**config.mk**
```make
export PLATFORM = sky130hd
export DESIGN_NAME = ex_muldiv_unit
export DESIGN_NICKNAME = d
export VERILOG_FILES = /design/src/rtl/ex_muldiv_unit.sv
export SDC_FILE = /design/constraint.sdc
export NUM_CORES = 1
export LEC_CHECK = 0
export CAP_MARGIN = 20
export CORE_MARGIN = 2
export CORE_UTILIZATION = 35
export CTS_CLUSTER_SIZE = 8
export DETAILED_ROUTE_END_ITERATION = 12
export PLACE_DENSITY = 0.65
export RECOVER_POWER = 100
export SKIP_LAST_GASP = 1
export SLEW_MARGIN = 15
export SYNTH_ARGS = -nofsm -noshare
export SYNTH_HDL_FRONTEND = slang
export SYNTH_SLANG_ARGS = --single-unit
```
**constraint.sdc**
```tcl
create_clock -name clk -period 3.6 [get_ports clk]
set_input_delay 0.54 -clock clk [delete_from_list [all_inputs] [get_ports clk]]
set_output_delay 0.54 -clock clk [all_outputs]
set_load 0.01 [all_outputs]
```
**src/rtl/ex_muldiv_unit.sv**
```systemverilog
// rtl/ex_muldiv_unit.sv - iterative RV32M multiply/divide unit for the EX stage
module ex_muldiv_unit #(
  parameter int XLEN  = 32,
  parameter int CNT_W = 6
) (
  input  logic            clk,
  input  logic            r_n,
  input  logic            start,
  input  logic            flush,
  input  logic [2:0]      funct3,
  input  logic [XLEN-1:0] rs1Data,
  input  logic [XLEN-1:0] rs2Data,
  input  logic [4:0]      rdAddr,
  output logic            busy,
  output logic            stall_req,
  output logic            done,
  output logic [XLEN-1:0] result,
  output logic [4:0]      rdAddr_out
);

  typedef enum logic [2:0] {
    S_IDLE = 3'd0,
    S_CALC = 3'd1,
    S_FIX  = 3'd2,
    S_SPEC = 3'd3,
    S_DONE = 3'd4
  } state_t;

  localparam logic [CNT_W-1:0] LAST_STEP = CNT_W'(XLEN - 1);
  localparam logic [XLEN-1:0]  INT_MIN   = {1'b1, {(XLEN-1){1'b0}}};

  state_t state, state_nxt;

  // Latched operation context; opa/opb hold operand magnitudes.
  logic [2:0]        op;
  logic [4:0]        rd_lat;
  logic              neg_res;
  logic [CNT_W-1:0]  cnt;
  logic [XLEN-1:0]   opa;
  logic [XLEN-1:0]   opb;
  // Multiply: full product accumulator. Divide: low word is the dividend
  // being shifted out while quotient bits are shifted in.
  logic [2*XLEN-1:0] acc;
  logic [XLEN-1:0]   rem;

  // Decode of the incoming op.
  logic            is_div, rs1_signed, rs2_signed, a_neg, b_neg, neg_in;
  logic            div_zero, div_ovf, spec_hit;
  logic [XLEN-1:0] a_mag, b_mag, spec_val;

  // Iteration and final-correction datapath.
  logic [XLEN:0]     mul_sum;
  logic [2*XLEN-1:0] mul_step;
  logic [XLEN:0]     div_shift;
  logic [XLEN+1:0]   div_diff;
  logic              div_ge;
  logic [2*XLEN-1:0] prod_fix;
  logic [XLEN-1:0]   quo_fix, rem_fix, fix_val;

  // Operand signedness, magnitudes, result sign and special-case detection.
  always_comb begin
    is_div     = funct3[2];
    rs1_signed = (funct3 == 3'b001) || (funct3 == 3'b010) ||
                 (funct3 == 3'b100) || (funct3 == 3'b110);
    rs2_signed = (funct3 == 3'b001) || (funct3 == 3'b100) || (funct3 == 3'b110);
    a_neg      = rs1_signed & rs1Data[XLEN-1];
    b_neg      = rs2_signed & rs2Data[XLEN-1];
    a_mag      = a_neg ? -rs1Data : rs1Data;
    b_mag      = b_neg ? -rs2Data : rs2Data;
    // Remainder follows the dividend; product and quotient follow the XOR.
    neg_in     = (is_div & funct3[1]) ? a_neg : (a_neg ^ b_neg);
    div_zero   = is_div & (rs2Data == '0);
    div_ovf    = is_div & ~funct3[0] & (rs1Data == INT_MIN) & (rs2Data == '1);
    spec_hit   = div_zero | div_ovf;
    if (div_zero) begin
      spec_val = funct3[1] ? rs1Data : '1;
    end else begin
      spec_val = funct3[1] ? '0 : INT_MIN;
    end
  end

  // One radix-2 step for each algorithm plus sign fix-up of the final value.
  always_comb begin
    mul_sum   = {1'b0, acc[2*XLEN-1:XLEN]} + {1'b0, opa};
    mul_step  = acc[0] ? {mul_sum, acc[XLEN-1:1]} : {1'b0, acc[2*XLEN-1:1]};
    div_shift = {rem, acc[XLEN-1]};
    div_diff  = {1'b0, div_shift} - {2'b00, opb};
    // A non-negative difference is always below the divisor, so bit XLEN is 0.
    div_ge    = (div_diff[XLEN+1:XLEN] == 2'b00);
    prod_fix  = neg_res ? -acc : acc;
    quo_fix   = neg_res ? -acc[XLEN-1:0] : acc[XLEN-1:0];
    rem_fix   = neg_res ? -rem : rem;
    if (op[2]) begin
      fix_val = op[1] ? rem_fix : quo_fix;
    end else begin
      fix_val = (op == 3'b000) ? prod_fix[XLEN-1:0] : prod_fix[2*XLEN-1:XLEN];
    end
  end

  // State register.
  always_ff @(posedge clk or negedge r_n) begin
    if (!r_n) begin
      state <= S_IDLE;
    end else begin
      state <= state_nxt;
    end
  end

  // Next-state logic; flush always returns to IDLE.
  always_comb begin
    state_nxt = state;
    if (flush) begin
      state_nxt = S_IDLE;
    end else begin
      case (state)
        S_IDLE:  if (start) state_nxt = spec_hit ? S_SPEC : S_CALC;
        S_CALC:  if (cnt == LAST_STEP) state_nxt = S_FIX;
        S_FIX:   state_nxt = S_DONE;
        S_SPEC:  state_nxt = S_DONE;
        S_DONE:  state_nxt = S_IDLE;
        default: state_nxt = S_IDLE;
      endcase
    end
  end

  // Status outputs; stall drops in DONE so ID/EX advances as EX/MEM captures.
  always_comb begin
    busy      = (state != S_IDLE);
    done      = (state == S_DONE);
    stall_req = ((state == S_IDLE) & start & ~flush) |
                (state == S_CALC) | (state == S_FIX) | (state == S_SPEC);
  end

  // Datapath registers: accept, iterate, and commit result/destination.
  always_ff @(posedge clk or negedge r_n) begin
    if (!r_n) begin
      op         <= '0;
      rd_lat     <= '0;
      neg_res    <= 1'b0;
      cnt        <= '0;
      opa        <= '0;
      opb        <= '0;
      acc        <= '0;
      rem        <= '0;
      result     <= '0;
      rdAddr_out <= '0;
    end else if (flush) begin
      cnt <= '0;
    end else begin
      case (state)
        S_IDLE: begin
          if (start) begin
            op      <= funct3;
            rd_lat  <= rdAddr;
            neg_res <= neg_in;
            cnt     <= '0;
            opa     <= a_mag;
            opb     <= b_mag;
            rem     <= '0;
            if (spec_hit) begin
              acc <= {{XLEN{1'b0}}, spec_val};
            end else begin
              acc <= {{XLEN{1'b0}}, is_div ? a_mag : b_mag};
            end
          end
        end
        S_CALC: begin
          cnt <= (cnt == LAST_STEP) ? '0 : cnt + CNT_W'(1);
          if (op[2]) begin
            rem             <= div_ge ? div_diff[XLEN-1:0] : div_shift[XLEN-1:0];
            acc[XLEN-1:0]   <= {acc[XLEN-2:0], div_ge};
          end else begin
            acc <= mul_step;
          end
        end
        S_FIX: begin
          result     <= fix_val;
          rdAddr_out <= rd_lat;
        end
        S_SPEC: begin
          result     <= acc[XLEN-1:0];
          rdAddr_out <= rd_lat;
        end
        default: begin
        end
      endcase
    end
  end

endmodule

```
==> flow_metrics.py <==
metrics = {
    "status": {
        "status": "finished, violations left",
        "violations": "max-capacitance violations, max-slew violations, negative setup slack",
    },
    "finish": {
        "layout-drive-gt1-share": 0.1419,
        "area_growth_pct": 25.29,
        "multi_input_area_sq_mm": 0.01142,
        "stdcell_area_sq_mm": 0.02171,
        "seq_area_sq_mm": 0.005384,
        "layout_commonest_cell": "nand2_1",
        "antenna_cells": 0,
        "nNetsFinal": 2588,
        "final_cell_mix": "nand2_1, o21ai_0, dfrtp_1",
        "n_fill_cell": 4857,
        "final_cells": 3109,
    },
    "worst_setup_path": {
        "worst_r2r_startpoint": "acc[16]$_DFFE_PN0P_",
        "r2r_setup_slack_ns": -0.01,
        "crit_path_frequent_cell": "or4_4",
        "start_kind": "flop",
        "r2r_cells": 10,
        "cp_slowest_cell": "or4_4",
        "startpoint": "acc[16]$_DFFE_PN0P_",
        "timing.rr.end": "result[22]$_DFFE_PN0P_",
        "arrival_ns": 4.06,
        "crit_type": "flop to flop",
        "path_delay_family": "simple AND/OR/NAND/NOR gates",
        "cp.required_ns": 4.05,
        "worst-path-buf-inv": 0,
        "crit_fanout": 4,
        "cp-endpoint": "result[22]$_DFFE_PN0P_",
        "critical_path.max_stage_delay_ns": 0.54,
        "end_kind": "flop",
        "crit_cells": 10,
        "path_cells": "or4_4 > or4_4 > or3_4 > or4_4 > or3_4 > o21ai_2 > xor2_1 > a221oi_2 > a31oi_1 > o21ai_1",
    },
    "synthesis": {
        "yosysWarnings": 0,
        "synth_seq_area_share": 0.3105,
        "netlist_instances": 2194,
        "ys_seq_elements": 215,
        "synthFlopType": "dfrtp_1",
        "synthDistinctLibCells": 70,
        "synth-async-reset-ratio": 1.000,
        "synth.avg_cell_area_sq_um": 7.898,
        "synth_edf_count": 0,
        "synth_nets": 2342,
        "syn_area_sq_mm": 0.01733,
    },
    "drt": {
        "drc": 0,
        "route.vias.total": 17760,
        "avgRoutedWirePerCell_um": 21.61,
        "first_pass_iters": 6,
        "wirelength_um": 67170,
        "drt-initial-drc-count": 1532,
        "ant_nets": 0,
        "viasPerCell": 5.713,
    },
    "global_routing": {
        "grt_pass1_wl_um": 101400,
        "grt_max_degree": 96,
        "antenna_found_initial": 0,
        "grt_pass1_vias": 16950,
        "gr-usage-all-layers": 0.2567,
        "grt_remaining_overflow": 0,
    },
    "sta": {
        "hold_violations": 0,
        "skew_ns": 0.01643,
        "setup_viol": 1,
        "setup-tns-final_ns": -0.01282,
        "period_minus_slack_ns": 3.613,
        "worst_pin_slew_ns": 1.835,
        "drv_slew": 95,
        "period_share": 1.004,
        "max_slew_margin": -0.2231,
        "rsz0062_at_grt": "true",
        "fin_ws_ns": -0.01282,
        "max_freq_mhz": 276.8,
    },
    "placement": {
        "port-buffer-count": 115,
        "place_ws_ns": -0.1657,
        "place.gp.congestion": 0.9706,
        "dp_hpwl_um": 52700,
        "dp.cells": 3058,
        "place_area_sq_mm": 0.02057,
    },
    "clock_network": {
        "cts-root-buf": "clkbuf_16",
        "clk_latency_ns": 0.57,
        "ctsHtreeMaxLevel": 1,
        "clk_pin_slew_ns": 0.05,
        "cts_tree": "yes",
        "numCtsBuffers": 31,
        "cts_buffer_depth": 3,
        "clock-sinks": 215,
    },
    "floorplan": {
        "pin_count": 116,
        "chipHeight_um": 226.5,
        "start_util": 0.3540,
        "die_w_um": 226.5,
        "core_sq_mm": 0.04895,
        "die_area_sq_mm": 0.05131,
        "rows": 81,
    },
    "min_path": {
        "hold_class": "flop to flop",
    },
    "run": {
        "drv_cap": 2,
    },
    "power_and_ir_drop": {
        "p_leak_nw": 9.400,
        "ir_drop_v": 0.0004282,
        "p_per_area_mw_per_mm2": 659.9,
    },
}
[tightest hold or removal path, delay by kind of cell (launching register included)]
family / cells / cell delay (ns)
and+or+nand+nor: 2 / 0.10
DFF: 1 / 0.34
[registers in the layout, indices dropped and copies added (netlist names)]
name	count
state	3
rem	32
result	32
opb	32
rdAddr_out	5
cnt	6
opa	32
rd_lat	5
neg_res	1
acc	64
op	3
[timing repair]
action / 4_1_cts / 5_1_grt
hold buffers: 1 / 0
cloned: 0 / 3
endpoints found under the hold margin: 62 / 0
resized for setup: 10 / 46
buffers inserted: 0 / 9
pin swaps: 0 / 28
endpoints found under the setup margin: 39 / 50
[cells by family (layout without fill, tap and decap cells)]
kind of cell / count (synthesis) / in the layout / synth area share
buffers and inverters: 211 / 462 / 0.04657
xor gates and xnor gates: 194 / 194 / 0.09805
and+or+nand+nor: 679 / 679 / 0.1813
muxes: 83 / 83 / 0.04960
DFF: 215 / 215 / 0.3105
adders and majority gates: 72 / 72 / 0.05285
AOI/OAI and AO/OA: 740 / 740 / 0.2612
[worst min path at each step]
| stage | start | to | cells past startpoint |
|---|---|---|---|
| after detailed placement | rd_lat[3]$_DFFE_PN0P_ | rdAddr_out[3]$_DFFE_PN0P_ | 2 |
| after CTS | rd_lat[2]$_DFFE_PN0P_ | rdAddr_out[2]$_DFFE_PN0P_ | 2 |
| final | rd_lat[2]$_DFFE_PN0P_ | rdAddr_out[2]$_DFFE_PN0P_ | 2 |
| after global routing | rd_lat[2]$_DFFE_PN0P_ | rdAddr_out[2]$_DFFE_PN0P_ | 2 |
| after floorplan | r_n | acc[0]$_DFFE_PN0P_ | 0 |
| after global placement | rd_lat[3]$_DFFE_PN0P_ | rdAddr_out[3]$_DFFE_PN0P_ | 2 |
[where the power goes]
part / internal [mW] / switching (mW) / leakage [nW] / total, mW
sequential: 3.18 / 0.868 / 2.74 / 4.04
clock: 1.52 / 1.09 / 0.397 / 2.61
combinational: 3.15 / 4.53 / 6.27 / 7.68
total: 7.85 / 6.48 / 9.40 / 14.3
[per-stage QoR]
| step | hold slack [ns] | power, mW | util |
|---|---|---|---|
| CTS | 0.4655 | 14.14 | 0.4380 |
| finish | 0.4642 | 14.33 | 0.4435 |
| floorplan | 0.2444 | 8.381 | - |
| global route | 0.4845 | 15.20 | 0.4435 |
| global placement | 0.4560 | 11.33 | 0.4202 |
| detailed placement | 0.4615 | 11.47 | 0.4202 |
[final cells by class]
type                            count  share of cell area
Inverter                           68             0.01176
Clock inverter                      2           0.0008068
Multi-Input combinational cell   1768              0.5262
Sequential cell                   215              0.2480
Clock buffer                       36             0.03660
Timing Repair Buffer              356              0.1384
Tap cell                          664             0.03827
[synthesized netlist by cell type, drive strengths merged, types with 4 or more instances]
cell type,count,share of area
or4,24,0.011
nor2,108,0.023
nand3,43,0.012
clkbuf,121,0.026
a21oi,148,0.043
or2,12,0.0043
mux2,13,0.0084
nand2,327,0.071
a221oi,13,0.0069
o41ai,18,0.0095
a221o,7,0.0040
dfrtp,215,0.31
a21o,40,0.017
o21bai,9,0.0039
and3,9,0.0032
or3,27,0.010
buf,22,0.0056
o21ai,297,0.086
o311ai,11,0.0056
nor2b,17,0.0061
o31ai,47,0.021
nand2b,15,0.0054
o211ai,18,0.0078
nor3,38,0.011
a22oi,20,0.0087
a211oi,16,0.0069
nand4b,6,0.0030
a22o,4,0.0020
a2111oi,4,0.0020
inv,68,0.015
nand4,15,0.0054
a31oi,32,0.012
a31o,4,0.0020
ha,70,0.051
o22ai,22,0.0079
a311oi,6,0.0030
nor4,17,0.0061
mux2i,69,0.040
xor2,82,0.041
o21a,9,0.0039
and2,10,0.0036
xnor2,112,0.057
[layer usage]
metal	part of all wire	routed length (um)	track usage	vias to the layer above
li1	-	-	-	8418
met5	0	0	0	-
met2	0.44	29250	0.3886	693
met1	0.46	30620	0.3724	8566
met4	0.028	1874	0.07640	0
met3	0.081	5432	0.04432	85
(Power assumes the default switching activity.)
